===== config.mk =====
export PLATFORM = sky130hd
export DESIGN_NAME = pc_sequencer
export DESIGN_NICKNAME = d
export VERILOG_FILES = /design/src/rtl/pc_sequencer_pkg.sv /design/src/rtl/pc_sequencer_pc_reg.sv /design/src/rtl/pc_sequencer.sv
export SDC_FILE = /design/constraint.sdc
export NUM_CORES = 1
export LEC_CHECK = 0
export ABC_AREA = 1
export BUFFER_PORTS_ARGS = -buffer_cell sky130_fd_sc_hd__buf_2
export CAP_MARGIN = 20
export CORE_MARGIN = 2
export CORE_UTILIZATION = 54
export CTS_CLUSTER_SIZE = 30
export DETAILED_ROUTE_END_ITERATION = 8
export GPL_ROUTABILITY_DRIVEN = 0
export HOLD_SLACK_MARGIN = 0.12
export PLACE_DENSITY = 0.78
export SLEW_MARGIN = 10
export SYNTH_ARGS = -nofsm -noshare
export SYNTH_HDL_FRONTEND = slang
export SYNTH_SLANG_ARGS = --single-unit
export TNS_END_PERCENT = 100

===== constraint.sdc =====
create_clock -name clk -period 2.1 [get_ports clk]
set_clock_uncertainty 0.05 [all_clocks]
set_input_delay 0.42 -clock clk [delete_from_list [all_inputs] [get_ports clk]]
set_output_delay 0.42 -clock clk [all_outputs]
set_load 0.02 [all_outputs]

===== src/rtl/pc_sequencer_pkg.sv =====
// Shared types and constants for the program-counter sequencer.
// Optional feature macro used by the top: PC_ALIGN_CHECK_EN.
package pc_pkg;

  typedef enum logic [2:0] {
    BOOT  = 3'd0,
    IDLE  = 3'd1,
    BUSY  = 3'd2,
    DRAIN = 3'd3,
    HALT  = 3'd4
  } pc_state_e;

  localparam int          DEFAULT_XLEN         = 32;
  localparam logic [31:0] INSTR_BYTES          = 32'd4;
  localparam logic [31:0] DEFAULT_RESET_VECTOR = 32'h0000_0000;

endpackage


===== src/rtl/pc_sequencer_pc_reg.sv =====
// Program counter storage: XLEN-bit register with load enable and
// synchronous active-high reset to the reset vector.
module pc_reg
  import pc_pkg::*;
#(
  parameter int              XLEN         = DEFAULT_XLEN,
  parameter logic [XLEN-1:0] RESET_VECTOR = XLEN'(DEFAULT_RESET_VECTOR)
) (
  input  logic            clk,
  input  logic            rst,
  input  logic            load,
  input  logic [XLEN-1:0] d,
  output logic [XLEN-1:0] q
);

  logic [XLEN-1:0] q_r;

  // Hold the PC; reset wins over load.
  always_ff @(posedge clk) begin
    if (rst) begin
      q_r <= RESET_VECTOR;
    end else if (load) begin
      q_r <= d;
    end else begin
      q_r <= q_r;
    end
  end

  assign q = q_r;

endmodule


===== src/rtl/pc_sequencer.sv =====
// PC sequencer: owns the program counter and issues one instruction fetch
// at a time, dropping responses made stale by a trap or redirect.
// Optional feature: define PC_ALIGN_CHECK_EN to turn misaligned redirects
// into a trap to trap_vector with a one-cycle misalign_err pulse; without it
// redirect_target[1:0] is forced to zero and misalign_err stays 0.
module pc_sequencer
  import pc_pkg::*;
#(
  parameter int              XLEN         = DEFAULT_XLEN,
  parameter logic [XLEN-1:0] RESET_VECTOR = XLEN'(DEFAULT_RESET_VECTOR)
) (
  input  logic            clk,
  input  logic            rst,
  input  logic            stall,
  input  logic            halt,
  input  logic            redirect_valid,
  input  logic [XLEN-1:0] redirect_target,
  input  logic            trap_valid,
  input  logic [XLEN-1:0] trap_vector,
  output logic            imem_req,
  output logic [XLEN-1:0] imem_addr,
  input  logic            imem_ack,
  output logic [XLEN-1:0] pc_out,
  output logic            pc_valid,
  output logic            misalign_err
);

  localparam logic [XLEN-1:0] WORD_MASK = ~(XLEN'(2'b11));
  localparam logic [XLEN-1:0] STEP      = XLEN'(INSTR_BYTES);

  pc_state_e       state_r, state_nx;
  logic            req_r, req_nx;
  logic [XLEN-1:0] addr_r, addr_nx;
  logic [XLEN-1:0] pc_out_r, pc_out_nx;
  logic            pc_valid_r, pc_valid_nx;
  logic            mis_r, mis_nx;

  logic [XLEN-1:0] pc_q;
  logic [XLEN-1:0] pc_d;
  logic            pc_load;

  logic [XLEN-1:0] trap_tgt;
  logic [XLEN-1:0] redir_tgt;
  logic            redir_bad;
  logic            jump_valid;
  logic [XLEN-1:0] jump_tgt;
  logic            jump_mis;

  pc_reg #(
    .XLEN         (XLEN),
    .RESET_VECTOR (RESET_VECTOR)
  ) u_pc_reg (
    .clk  (clk),
    .rst  (rst),
    .load (pc_load),
    .d    (pc_d),
    .q    (pc_q)
  );

  // Resolve the trap/redirect target with trap taking priority.
  always_comb begin
    trap_tgt  = trap_vector & WORD_MASK;
    redir_tgt = redirect_target & WORD_MASK;
`ifdef PC_ALIGN_CHECK_EN
    redir_bad = (redirect_target[1:0] != 2'b00);
`else
    redir_bad = 1'b0;
`endif
    jump_valid = trap_valid | redirect_valid;
    jump_mis   = 1'b0;
    if (trap_valid) begin
      jump_tgt = trap_tgt;
    end else if (redirect_valid && redir_bad) begin
      // A misaligned redirect is not taken; it behaves as a trap.
      jump_tgt = trap_tgt;
      jump_mis = 1'b1;
    end else begin
      jump_tgt = redir_tgt;
    end
  end

  // Next-state, next-PC and next-output decisions for the fetch FSM.
  always_comb begin
    state_nx    = state_r;
    req_nx      = req_r;
    addr_nx     = addr_r;
    pc_out_nx   = pc_out_r;
    pc_valid_nx = 1'b0;
    mis_nx      = 1'b0;
    pc_load     = 1'b0;
    pc_d        = pc_q;
    case (state_r)
      BOOT: begin
        req_nx   = 1'b0;
        state_nx = IDLE;
      end
      IDLE: begin
        if (jump_valid) begin
          pc_load = 1'b1;
          pc_d    = jump_tgt;
          mis_nx  = jump_mis;
        end else if (halt) begin
          state_nx = HALT;
        end else if (stall) begin
          state_nx = IDLE;
        end else begin
          req_nx   = 1'b1;
          addr_nx  = pc_q;
          state_nx = BUSY;
        end
      end
      BUSY: begin
        if (jump_valid) begin
          pc_load = 1'b1;
          pc_d    = jump_tgt;
          mis_nx  = jump_mis;
          if (imem_ack) begin
            // Response arrives with the jump: drop it, nothing left in flight.
            req_nx   = 1'b0;
            state_nx = IDLE;
          end else begin
            // Request must stay stable until acked; its data will be discarded.
            state_nx = DRAIN;
          end
        end else if (imem_ack) begin
          pc_valid_nx = 1'b1;
          pc_out_nx   = addr_r;
          pc_load     = 1'b1;
          pc_d        = addr_r + STEP;
          if (!stall && !halt) begin
            addr_nx = addr_r + STEP;
          end else begin
            req_nx   = 1'b0;
            state_nx = halt ? HALT : IDLE;
          end
        end else begin
          // Waiting for the memory: hold the request regardless of stall.
          state_nx = BUSY;
        end
      end
      DRAIN: begin
        if (jump_valid) begin
          pc_load = 1'b1;
          pc_d    = jump_tgt;
          mis_nx  = jump_mis;
        end else begin
          pc_load = 1'b0;
        end
        if (imem_ack) begin
          req_nx   = 1'b0;
          state_nx = IDLE;
        end else begin
          state_nx = DRAIN;
        end
      end
      HALT: begin
        req_nx = 1'b0;
        if (trap_valid) begin
          pc_load  = 1'b1;
          pc_d     = trap_tgt;
          state_nx = IDLE;
        end else begin
          state_nx = HALT;
        end
      end
      default: begin
        req_nx   = 1'b0;
        state_nx = BOOT;
      end
    endcase
  end

  // State and registered outputs; reset abandons any outstanding fetch.
  always_ff @(posedge clk) begin
    if (rst) begin
      state_r    <= BOOT;
      req_r      <= 1'b0;
      addr_r     <= RESET_VECTOR;
      pc_out_r   <= RESET_VECTOR;
      pc_valid_r <= 1'b0;
      mis_r      <= 1'b0;
    end else begin
      state_r    <= state_nx;
      req_r      <= req_nx;
      addr_r     <= addr_nx;
      pc_out_r   <= pc_out_nx;
      pc_valid_r <= pc_valid_nx;
      mis_r      <= mis_nx;
    end
  end

  assign imem_req     = req_r;
  assign imem_addr    = addr_r;
  assign pc_out       = pc_out_r;
  assign pc_valid     = pc_valid_r;
  assign misalign_err = mis_r;

endmodule

==> impl_metrics.yaml, run 1 <==
finish:
  post_route_cells_drive_above_1_share_pct: 19.39
  layout.filler_cells: 1009
  fin_area_sq_um: 6797
  nNetsFinal: 1109
  synthToLayoutAreaGrowth_pct: 19.38
  final_cells: 1178
  num_antenna_cells: 0
drt:
  remaining_drc_errors: 0
  postRouteAntennaNets: 0
  initialDrtViolationCount: 578
  vias_per_cell: 5.305
  detail_route.first_pass.iterations: 5
  vias: 6249
  route.detailed.wl_per_inst_um: 13.65
  wirelength_routed_um: 16080
sta:
  min_period_over_period_pct: 92.81
  slew_violations: 0
  unrepaired_setup_endpoints_after_global_routing: "no"
  total_neg_setup_slack_ns: 0
  max_freq_mhz: 513.1
  finalWorstPathRequiredPeriod_ns: 1.949
  report.final.setup_viol: 0
  finalHoldViolCount: 0
synthesis:
  synth.top_cells.by_area: "sky130_fd_sc_hd__dfxtp_1, sky130_fd_sc_hd__nand2_1, sky130_fd_sc_hd__o21ai_0, sky130_fd_sc_hd__nor2_1, sky130_fd_sc_hd__a21oi_1"
  yosys_warnings: 0
  postSynthNetCount: 985
  yosysTopAreaCell: "sky130_fd_sc_hd__dfxtp_1"
  synth.distinct_cells: 35
  synth_edf_count: 0
  most_frequent_cell_after_synthesis: "sky130_fd_sc_hd__nand2_1"
  postSynthRegisterBits: 101
  ys_dominant_reg_cell: "sky130_fd_sc_hd__dfxtp_1"
  yosys.area.top_type_share_pct: 35.52
  post_synth_most_frequent_cells: "sky130_fd_sc_hd__nand2_1, sky130_fd_sc_hd__nor2_1, sky130_fd_sc_hd__o21ai_0, sky130_fd_sc_hd__dfxtp_1, sky130_fd_sc_hd__a21oi_1"
  synth.cell_area_sq_um: 5693
  ys_seq_area_share_pct: 35.52
  avgSynthCellArea_sq_um: 6.235
  synth-async-reset-ratio_pct: 0
  synthesis.instances: 913
clock_tree:
  post_cts_buffers: 0
  cts.htree.levels: 3
  clk-insertion-delay-late_ns: 0.38
  tritoncts: "yes"
  clkTransAtPathRegs_ns: 0.10
  cts.sink_count: 101
  clock_path_buffers: 2
  numCtsBuffers: 9
  clock-root-buffer: "sky130_fd_sc_hd__clkbuf_8"
  post_cts_resized: 0
  post_cts_hold_buffers: 0
power:
  swShare_pct: 27.65
  static-leakage-power_nw: 3.133
  peakVddDrop_v: 0.0002844
  combPwrFrac_pct: 16.5
  p_switching_mw: 1.172
  p_int_mw: 3.066
  power_per_cell_area_nw_per_um2: 623.6
  seq_power_share_pct: 48.8
  power_mw: 4.238
  clock_power_share_pct: 34.7
setup_path:
  critPathCaptureType: "flop"
  worstSetupStartpoint: "state_r[0]"
  critPathLaunchType: "flop"
  maximum_fanout_encountered_on_the_critical_timing_path: 10
  worst-setup-path-type: "reg2reg"
  worst-endpoint-required_ns: 2.31
  crit-reg2reg-launch: "state_r[0]"
  worst-endpoint-arrival_ns: 2.16
floorplanning:
  initial_utilization_pct: 55.39
  boundaryPins: 138
  die_height_um: 106.7
  num_rows: 37
  die_w_um: 106.7
  design.die.area_sq_um: 11380
  core_sq_um: 10280
grt:
  grt_max_degree: 89
  number_of_global_route_vias_before_repair: 5512
  antenna_found_initial: 0
  track_usage_pct: 28.10
  grt_first_pass_wirelength_um: 26100
  overflow: 0
placement:
  place_inst: 1162
  buffer_ports.inserted: 132
  post-dp-hpwl_um: 11550
  dpl_cell_area_sq_um: 6553
min_path:
  worstHoldStart: "trap_valid"
  hold_path.class: "in2reg"
run:
  max-cap-violations: 0
run_status:
  run_status: "complete, no violations"
[power groups by stage]
stage / Clock, mW / Sequential [mW] / Combinational, mW
after floorplan: 0 / 2.11 / 0.437
after global placement: 0 / 2.11 / 0.675
after detailed placement: 0 / 2.11 / 0.686
after CTS: 1.47 / 2.06 / 0.692
after global routing: 1.54 / 2.08 / 0.783
final: 1.47 / 2.07 / 0.700
[state kept, by name, indices dropped and copies added, names as in the netlist]
name	count
imem_addr	32
pc_out	32
u_pc_reg.q	32
state_r	3
imem_req	1
pc_valid	1
[layer usage]
metal  vias up  part of all wire, %  GRT usage [%]  wire length [um]
li1       3202                    -              -                 -
met1      2762                   47          40.98              7566
met2       264                   43          43.18              6890
met3        21                  8.8          4.438              1421
met4         0                  1.3          7.514               203
met5         -                    0              0                 0
[layout make-up]
| class | count | area [sq um] | share of cell area (%) |
|---|---|---|---|
| Clock inverter | 3 | 65.06 | 0.9573 |
| Clock buffer | 13 | 178.9 | 2.633 |
| Timing Repair Buffer | 160 | 908.4 | 13.37 |
| Tap cell | 136 | 170.2 | 2.504 |
| Inverter | 48 | 182.7 | 2.688 |
| Multi-Input combinational cell | 717 | 3269 | 48.10 |
| Sequential cell | 101 | 2022 | 29.75 |
[worst paths after layout]
path                                       end  slack (ns)  cells past startpoint
worst min register to register       pc_out[0]        0.42                      2
worst max-delay path            u_pc_reg.q[15]        0.15                      9
worst min-delay path                state_r[0]        0.36                      3
worst max register to register  u_pc_reg.q[15]        0.15                      9
[per-stage QoR]
step	setup slack, ns	hold WS (ns)	util, %
floorplan	0.3663	0.3906	-
global placement	0.1628	0.4013	63.76
detailed placement	0.1106	0.4048	63.76
CTS	0.1952	0.3511	66.13
finish	0.1510	0.3559	66.13
global route	0.01524	0.3831	66.13
[cells by family after synthesis]
family,Yosys count,share of synthesized area [%]
AND/OR/NAND/NOR,474,34.29
flip-flops,101,35.52
buffers and inverters,95,7.055
XOR/XNOR,16,2.461
AO/OA/AOI/OAI,225,20.40
other,1,0.06587
adder cells (fa/ha/maj),1,0.2197
[critical path, cell delays in order, from the launching register on]
cell	delay, ns
sky130_fd_sc_hd__dfxtp_1	0.38
sky130_fd_sc_hd__nor2_1	0.19
sky130_fd_sc_hd__nand2_1	0.17
sky130_fd_sc_hd__buf_4	0.19
sky130_fd_sc_hd__nand2_4	0.10
sky130_fd_sc_hd__nor2_8	0.05
sky130_fd_sc_hd__inv_2	0.14
sky130_fd_sc_hd__nor2_1	0.06
sky130_fd_sc_hd__nor3_1	0.37
sky130_fd_sc_hd__a21oi_1	0.11
[placed cells by master (no fill, tap or decap), types with 2 or more instances in the layout]
cell type                   synthesis  routed
sky130_fd_sc_hd__nand3b_1           9       9
sky130_fd_sc_hd__nor2_4             2       2
sky130_fd_sc_hd__o21ai_1            4       4
sky130_fd_sc_hd__o21ai_0          109     109
sky130_fd_sc_hd__o211ai_1           5       5
sky130_fd_sc_hd__and2_0             5       5
sky130_fd_sc_hd__nand2_1          266     266
sky130_fd_sc_hd__nor3_1             8       8
sky130_fd_sc_hd__xor2_1            11      11
sky130_fd_sc_hd__or2_2              6       6
sky130_fd_sc_hd__nand2_4            2       2
sky130_fd_sc_hd__a21oi_1           98      98
sky130_fd_sc_hd__buf_4              4      25
sky130_fd_sc_hd__inv_1             37      36
sky130_fd_sc_hd__inv_2             10      10
sky130_fd_sc_hd__buf_12             0       3
sky130_fd_sc_hd__o22ai_1            7       7
sky130_fd_sc_hd__xnor2_1            5       5
sky130_fd_sc_hd__dfxtp_1          101     101
sky130_fd_sc_hd__and2_1             2       2
sky130_fd_sc_hd__clkbuf_8           0      13
sky130_fd_sc_hd__nand3_1           29      29
sky130_fd_sc_hd__bufinv_16          0       2
sky130_fd_sc_hd__buf_2             15     132
sky130_fd_sc_hd__nor2_1           140     140
(Power assumes the default switching activity.)
==> run 2, diff against run 1 <==
--- a/config.mk
+++ b/config.mk
@@ -9,12 +9,12 @@
 export BUFFER_PORTS_ARGS = -buffer_cell sky130_fd_sc_hd__buf_2
 export CAP_MARGIN = 20
 export CORE_MARGIN = 2
-export CORE_UTILIZATION = 54
+export CORE_UTILIZATION = 58
 export CTS_CLUSTER_SIZE = 30
 export DETAILED_ROUTE_END_ITERATION = 8
 export GPL_ROUTABILITY_DRIVEN = 0
 export HOLD_SLACK_MARGIN = 0.12
-export PLACE_DENSITY = 0.78
+export PLACE_DENSITY = 0.84
 export SLEW_MARGIN = 10
 export SYNTH_ARGS = -nofsm -noshare
 export SYNTH_HDL_FRONTEND = slang
==> constraint.sdc (replaced) <==
create_clock -name clk -period 2.3 [get_ports clk]
set_clock_uncertainty 0.05 [all_clocks]
set_input_delay 0.46 -clock clk [delete_from_list [all_inputs] [get_ports clk]]
set_output_delay 0.46 -clock clk [all_outputs]
set_load 0.02 [all_outputs]
==> run 2 against run 1 <==
Effect of this change: die area shrank 6.6%; power shrank 14%; design area decreased by 2.5%; maximum frequency down 1.9%; flip-flop and latch count stayed put; clock power decreased by 22%; register-to-register slack gained 0.16 ns; final cell count down 1.2%; wire length decreased by 2.8%; clock-buffer cell count is 3 lower; non-clock buffer count decreased by 11; largest cell class unchanged; largest power group unchanged; highest routed layer unchanged.
==> impl_metrics.yaml, run 2 (synthesis gave the netlist of run 1 again) <==
setup_path:
  critical-path-slowest-cell: "sky130_fd_sc_hd__nor3_1"
  worst-setup-path-type: "reg2reg"
  rr_worst_depth: 8
  worst-endpoint-arrival_ns: 2.18
  worst-endpoint-required_ns: 2.49
  maximum_fanout_encountered_on_the_critical_timing_path: 19
  critPathCaptureType: "flop"
  crit_top_cell: "sky130_fd_sc_hd__nor2_1"
  worst_path_largest_cell_delay_ns: 0.39
  timing.critical_path.cells: "nor2_1 > nand2_1 > nand2_4 > nor2_8 > inv_2 > nor2_1 > nor3_1 > a21oi_1"
  critPathLaunchType: "flop"
  rrSetupSlack_ns: 0.31
  crit-reg2reg-launch: "state_r[0]"
  rr_endpoint: "u_pc_reg.q[15]"
grt:
  overflow: 0
  grt_max_degree: 63
  antenna_found_initial: 0
  grt_first_pass_wirelength_um: 25540
  track_usage_pct: 29.89
  number_of_global_route_vias_before_repair: 5267
drt:
  initialDrtViolationCount: 546
  vias: 6246
  wirelength_routed_um: 15630
  route.detailed.wl_per_inst_um: 13.43
  remaining_drc_errors: 0
  postRouteAntennaNets: 0
  detail_route.first_pass.iterations: 5
  vias_per_cell: 5.366
sta:
  final_critical_path_setup_slack_ns: 0.3124
  tightest_slew_ns: 0.5749
  finalHoldViolCount: 0
  finalWorstPathRequiredPeriod_ns: 1.988
  slew_violations: 0
  report.final.setup_viol: 0
  fin_hold_ws_ns: 0.3717
  total_neg_setup_slack_ns: 0
  maxSlewHeadroom_pct: 61.62
  unrepaired_setup_endpoints_after_global_routing: "no"
  max_freq_mhz: 503.1
  min_period_over_period_pct: 86.42
finish:
  synthToLayoutAreaGrowth_pct: 16.37
  post_route_cells_drive_above_1_share_pct: 18.43
  layout.filler_cells: 924
  num_antenna_cells: 0
  layout.cells.most_common: "sky130_fd_sc_hd__nand2_1"
  layout_common_cells: "sky130_fd_sc_hd__nand2_1, sky130_fd_sc_hd__nor2_1, sky130_fd_sc_hd__buf_2"
  nNetsFinal: 1098
floorplanning:
  boundaryPins: 138
  core_sq_um: 9639
  initial_utilization_pct: 59.06
  design.die.area_sq_um: 10620
  num_rows: 36
  die_height_um: 103.1
  die_w_um: 103.1
clock_tree:
  clk-insertion-delay-late_ns: 0.37
  cts.htree.levels: 3
  clkTransAtPathRegs_ns: 0.10
  post_cts_resized: 0
  cts.sink_count: 101
  clock-root-buffer: "sky130_fd_sc_hd__clkbuf_8"
  post_cts_buffers: 0
  numCtsBuffers: 9
  tritoncts: "yes"
  clock_path_buffers: 2
  post_cts_hold_buffers: 0
power:
  peakVddDrop_v: 0.0002595
  static-leakage-power_nw: 3.037
  power_per_cell_area_nw_per_um2: 550.4
  power_mw: 3.647
run:
  max-cap-violations: 0
placement:
  place_worst_setup_slack_ns: 0.1371
  buffer_ports.inserted: 132
  post-dp-hpwl_um: 11100
run_status:
  run_status: "complete, no violations"
min_path:
  worstHoldStart: "rst"
  hold_path.class: "in2reg"
  holdPathEnd: "state_r[2]"
  worstHoldPathCells: 2
[run 2: metrics by stage]
step | area [sq um] | utilization (%) | std cells
finish | 6625 | 68.73 | 1164
global route | 6625 | 68.73 | 1164
CTS | 6625 | 68.73 | 1164
detailed placement | 6429 | 66.69 | 1148
global placement | 6429 | 66.69 | 1148
floorplan | 5693 | - | 913
[run 2: power breakdown]
group	leakage (nW)	internal [mW]	switching (mW)	total [mW]
clock network	0.0973	0.512	0.639	1.15
logic	2.12	0.221	0.386	0.607
registers	0.822	1.83	0.0603	1.89
[run 2: critical path, delay by kind of cell (launching register included)]
family / cells / cell delay [ns]
flops: 1 / 0.38
buf+inv: 1 / 0.16
compound gates: 1 / 0.11
simple gates: 6 / 1.15
[run 2: worst max path at each step]
stage / from / to / slack, ns
after floorplan: imem_addr[2] / imem_addr[18] / 0.57
after global placement: trap_valid / u_pc_reg.q[1] / 0.19
after detailed placement: trap_valid / u_pc_reg.q[1] / 0.14
after CTS: imem_addr[4] / u_pc_reg.q[19] / 0.32
after global routing: imem_addr[4] / u_pc_reg.q[19] / 0.1
final: state_r[0] / u_pc_reg.q[15] / 0.31
[run 2: final cells by class]
cell class	instances	area, sq um	area share [%]
Inverter	48	182.7	2.757
Multi-Input combinational cell	717	3269	49.35
Clock inverter	6	68.82	1.039
Tap cell	133	166.4	2.512
Timing Repair Buffer	149	788.3	11.90
Sequential cell	101	2022	30.52
Clock buffer	10	127.6	1.926
[run 2: routing by layer]
metal  track usage (%)  routed length (um)  vias to the layer above
met5                 0                   0                        -
met4             6.781                 143                        0
met3             4.407                1491                       14
met1             44.67                7237                     2757
li1                  -                   -                     3183
met2             45.45                6760                      292
==> run 3, diff against run 2 <==
--- a/config.mk
+++ b/config.mk
@@ -9,12 +9,12 @@
 export BUFFER_PORTS_ARGS = -buffer_cell sky130_fd_sc_hd__buf_2
 export CAP_MARGIN = 20
 export CORE_MARGIN = 2
-export CORE_UTILIZATION = 58
+export CORE_UTILIZATION = 54
 export CTS_CLUSTER_SIZE = 30
 export DETAILED_ROUTE_END_ITERATION = 8
 export GPL_ROUTABILITY_DRIVEN = 0
 export HOLD_SLACK_MARGIN = 0.12
-export PLACE_DENSITY = 0.84
+export PLACE_DENSITY = 0.78
 export SLEW_MARGIN = 10
 export SYNTH_ARGS = -nofsm -noshare
 export SYNTH_HDL_FRONTEND = slang
==> constraint.sdc (replaced) <==
create_clock -name clk -period 2.2 [get_ports clk]
set_clock_uncertainty 0.05 [all_clocks]
set_input_delay 0.44 -clock clk [delete_from_list [all_inputs] [get_ports clk]]
set_output_delay 0.44 -clock clk [all_outputs]
set_load 0.02 [all_outputs]
==> run 3 against run 2 <==
Effect of this change: critical path depth stayed put; utilization is 3.5 points lower; sequential power is 4% higher; non-clock buffer count is 5 higher; maximum frequency is 2.9% higher; setup slack worse by 0.044 ns; die area is 7.1% higher.
==> impl_metrics.yaml, run 3 (synthesis gave the netlist of run 1 again) <==
drt:
  detail_route.first_pass.iterations: 6
  wirelength_routed_um: 15790
  vias: 6197
  remaining_drc_errors: 0
  vias_per_cell: 5.288
  initialDrtViolationCount: 485
  postRouteAntennaNets: 0
  route.detailed.wl_per_inst_um: 13.47
floorplanning:
  die_w_um: 106.7
  boundaryPins: 138
  core_sq_um: 10280
  die_height_um: 106.7
  num_rows: 37
  initial_utilization_pct: 55.39
  design.die.area_sq_um: 11380
clock_tree:
  clk-insertion-delay-late_ns: 0.37
  clkTransAtPathRegs_ns: 0.11
  post_cts_buffers: 0
  clock_path_buffers: 2
  tritoncts: "yes"
  cts.sink_count: 101
  post_cts_resized: 0
  cts.htree.levels: 3
  post_cts_hold_buffers: 0
  clock-root-buffer: "sky130_fd_sc_hd__clkbuf_8"
  numCtsBuffers: 9
finish:
  nNetsFinal: 1103
  final_cells: 1172
  num_antenna_cells: 0
  layout_common_cells: "sky130_fd_sc_hd__nand2_1, sky130_fd_sc_hd__nor2_1, sky130_fd_sc_hd__buf_2"
  layout.cells.most_common: "sky130_fd_sc_hd__nand2_1"
  post_route_cells_drive_above_1_share_pct: 18.92
  utilization_pct: 65.18
  synthToLayoutAreaGrowth_pct: 17.67
grt:
  track_usage_pct: 27.65
  grt_first_pass_wirelength_um: 25810
  overflow: 0
  antenna_found_initial: 0
  grt_max_degree: 89
  number_of_global_route_vias_before_repair: 5417
power:
  peakVddDrop_v: 0.0004014
  static-leakage-power_nw: 3.071
  power_mw: 3.785
  power_per_cell_area_nw_per_um2: 565.0
setup_path:
  timing.critical_path.cells: "nor2_1 > nand2_1 > nand2_4 > nor2_4 > inv_2 > o21ai_0 > nor2_1 > a21oi_1"
  maximum_fanout_encountered_on_the_critical_timing_path: 13
  critical-path-slowest-cell: "sky130_fd_sc_hd__dfxtp_1"
  crit_top_cell: "sky130_fd_sc_hd__nor2_1"
  worst_path_largest_cell_delay_ns: 0.47
  worstSetupStartpoint: "state_r[0]"
  critPathLaunchType: "flop"
  worst-setup-path-type: "reg2reg"
  worst-endpoint-arrival_ns: 2.17
  family_with_the_most_delay_on_the_worst_path: "simple AND/OR/NAND/NOR gates"
  critPathCaptureType: "flop"
  worst-endpoint-required_ns: 2.44
  crit-reg2reg-launch: "state_r[0]"
  buffer_and_inverter_count_on_the_worst_path: 1
sta:
  finalHoldViolCount: 0
  slew_violations: 0
  finalWorstPathRequiredPeriod_ns: 1.932
  total_neg_setup_slack_ns: 0
  min_period_over_period_pct: 87.80
  fin_hold_ws_ns: 0.3978
  max_freq_mhz: 517.7
  unrepaired_setup_endpoints_after_global_routing: "no"
  report.final.setup_viol: 0
placement:
  buffer_ports.inserted: 132
  place_inst: 1156
  post-dp-hpwl_um: 11350
run_status:
  run_status: "complete, no violations"
min_path:
  hold_path.class: "in2reg"
  worstHoldStart: "trap_valid"
run:
  max-cap-violations: 0
[run 3: cell count changes in the layout (fill, tap and decap cells not counted)]
| cell | previous run | this run |
|---|---|---|
| sky130_fd_sc_hd__buf_12 | 0 | 3 |
| sky130_fd_sc_hd__buf_4 | 17 | 19 |
| sky130_fd_sc_hd__bufinv_16 | 1 | 0 |
| sky130_fd_sc_hd__clkbuf_1 | 1 | 0 |
| sky130_fd_sc_hd__clkbuf_8 | 9 | 10 |
| sky130_fd_sc_hd__clkinv_2 | 1 | 0 |
| sky130_fd_sc_hd__clkinv_4 | 1 | 3 |
| sky130_fd_sc_hd__inv_6 | 2 | 1 |
| sky130_fd_sc_hd__inv_8 | 0 | 1 |
[run 3: area by class of cell]
type	count	area [sq um]
fillers	1008	3578
repair buffers	154	863.3
multi-input cells	717	3269
clock inverters	6	53.80
flip-flops and latches	101	2022
clock buffers	10	137.6
inverters	48	182.7
well taps	136	170.2
[run 3: power by group]
group | internal (mW) | switching [mW]
Clock | 0.461 | 0.697
Combinational | 0.243 | 0.410
Sequential | 1.91 | 0.0615
Total | 2.62 | 1.17
[run 3: worst paths after layout]
kind                            cells past startpoint  slack (ns)             to
worst max-delay path                                8        0.27  u_pc_reg.q[3]
worst min-delay path                                3        0.40     state_r[0]
worst max register to register                      8        0.27  u_pc_reg.q[3]
worst min register to register                      2        0.42      pc_out[0]
[run 3: per-layer routing]
metal	track usage, %	wire, um	up-vias
li1	-	-	3193
met1	41.76	7671	2741
met2	41.99	6750	248
met3	3.161	1199	15
met4	6.865	167	0
met5	0	0	-
[run 3: tightest hold or removal path: cells and delay by family]
kind / cells / cell delay [ns]
AOI/OAI and AO/OA: 2 / 0.16
buffers and inverters: 1 / 0.17
[run 3: stage by stage]
| stage | setup WS [ns] | instance area (sq um) |
|---|---|---|
| 6_report | 0.2684 | 6699 |
| 5_1_grt | 0.02789 | 6699 |
| 4_1_cts | 0.2720 | 6699 |
| 3_5_place_dp | 0.2495 | 6507 |
| 3_3_place_gp | 0.2162 | 6507 |
| 2_1_floorplan | 0.4663 | 5693 |
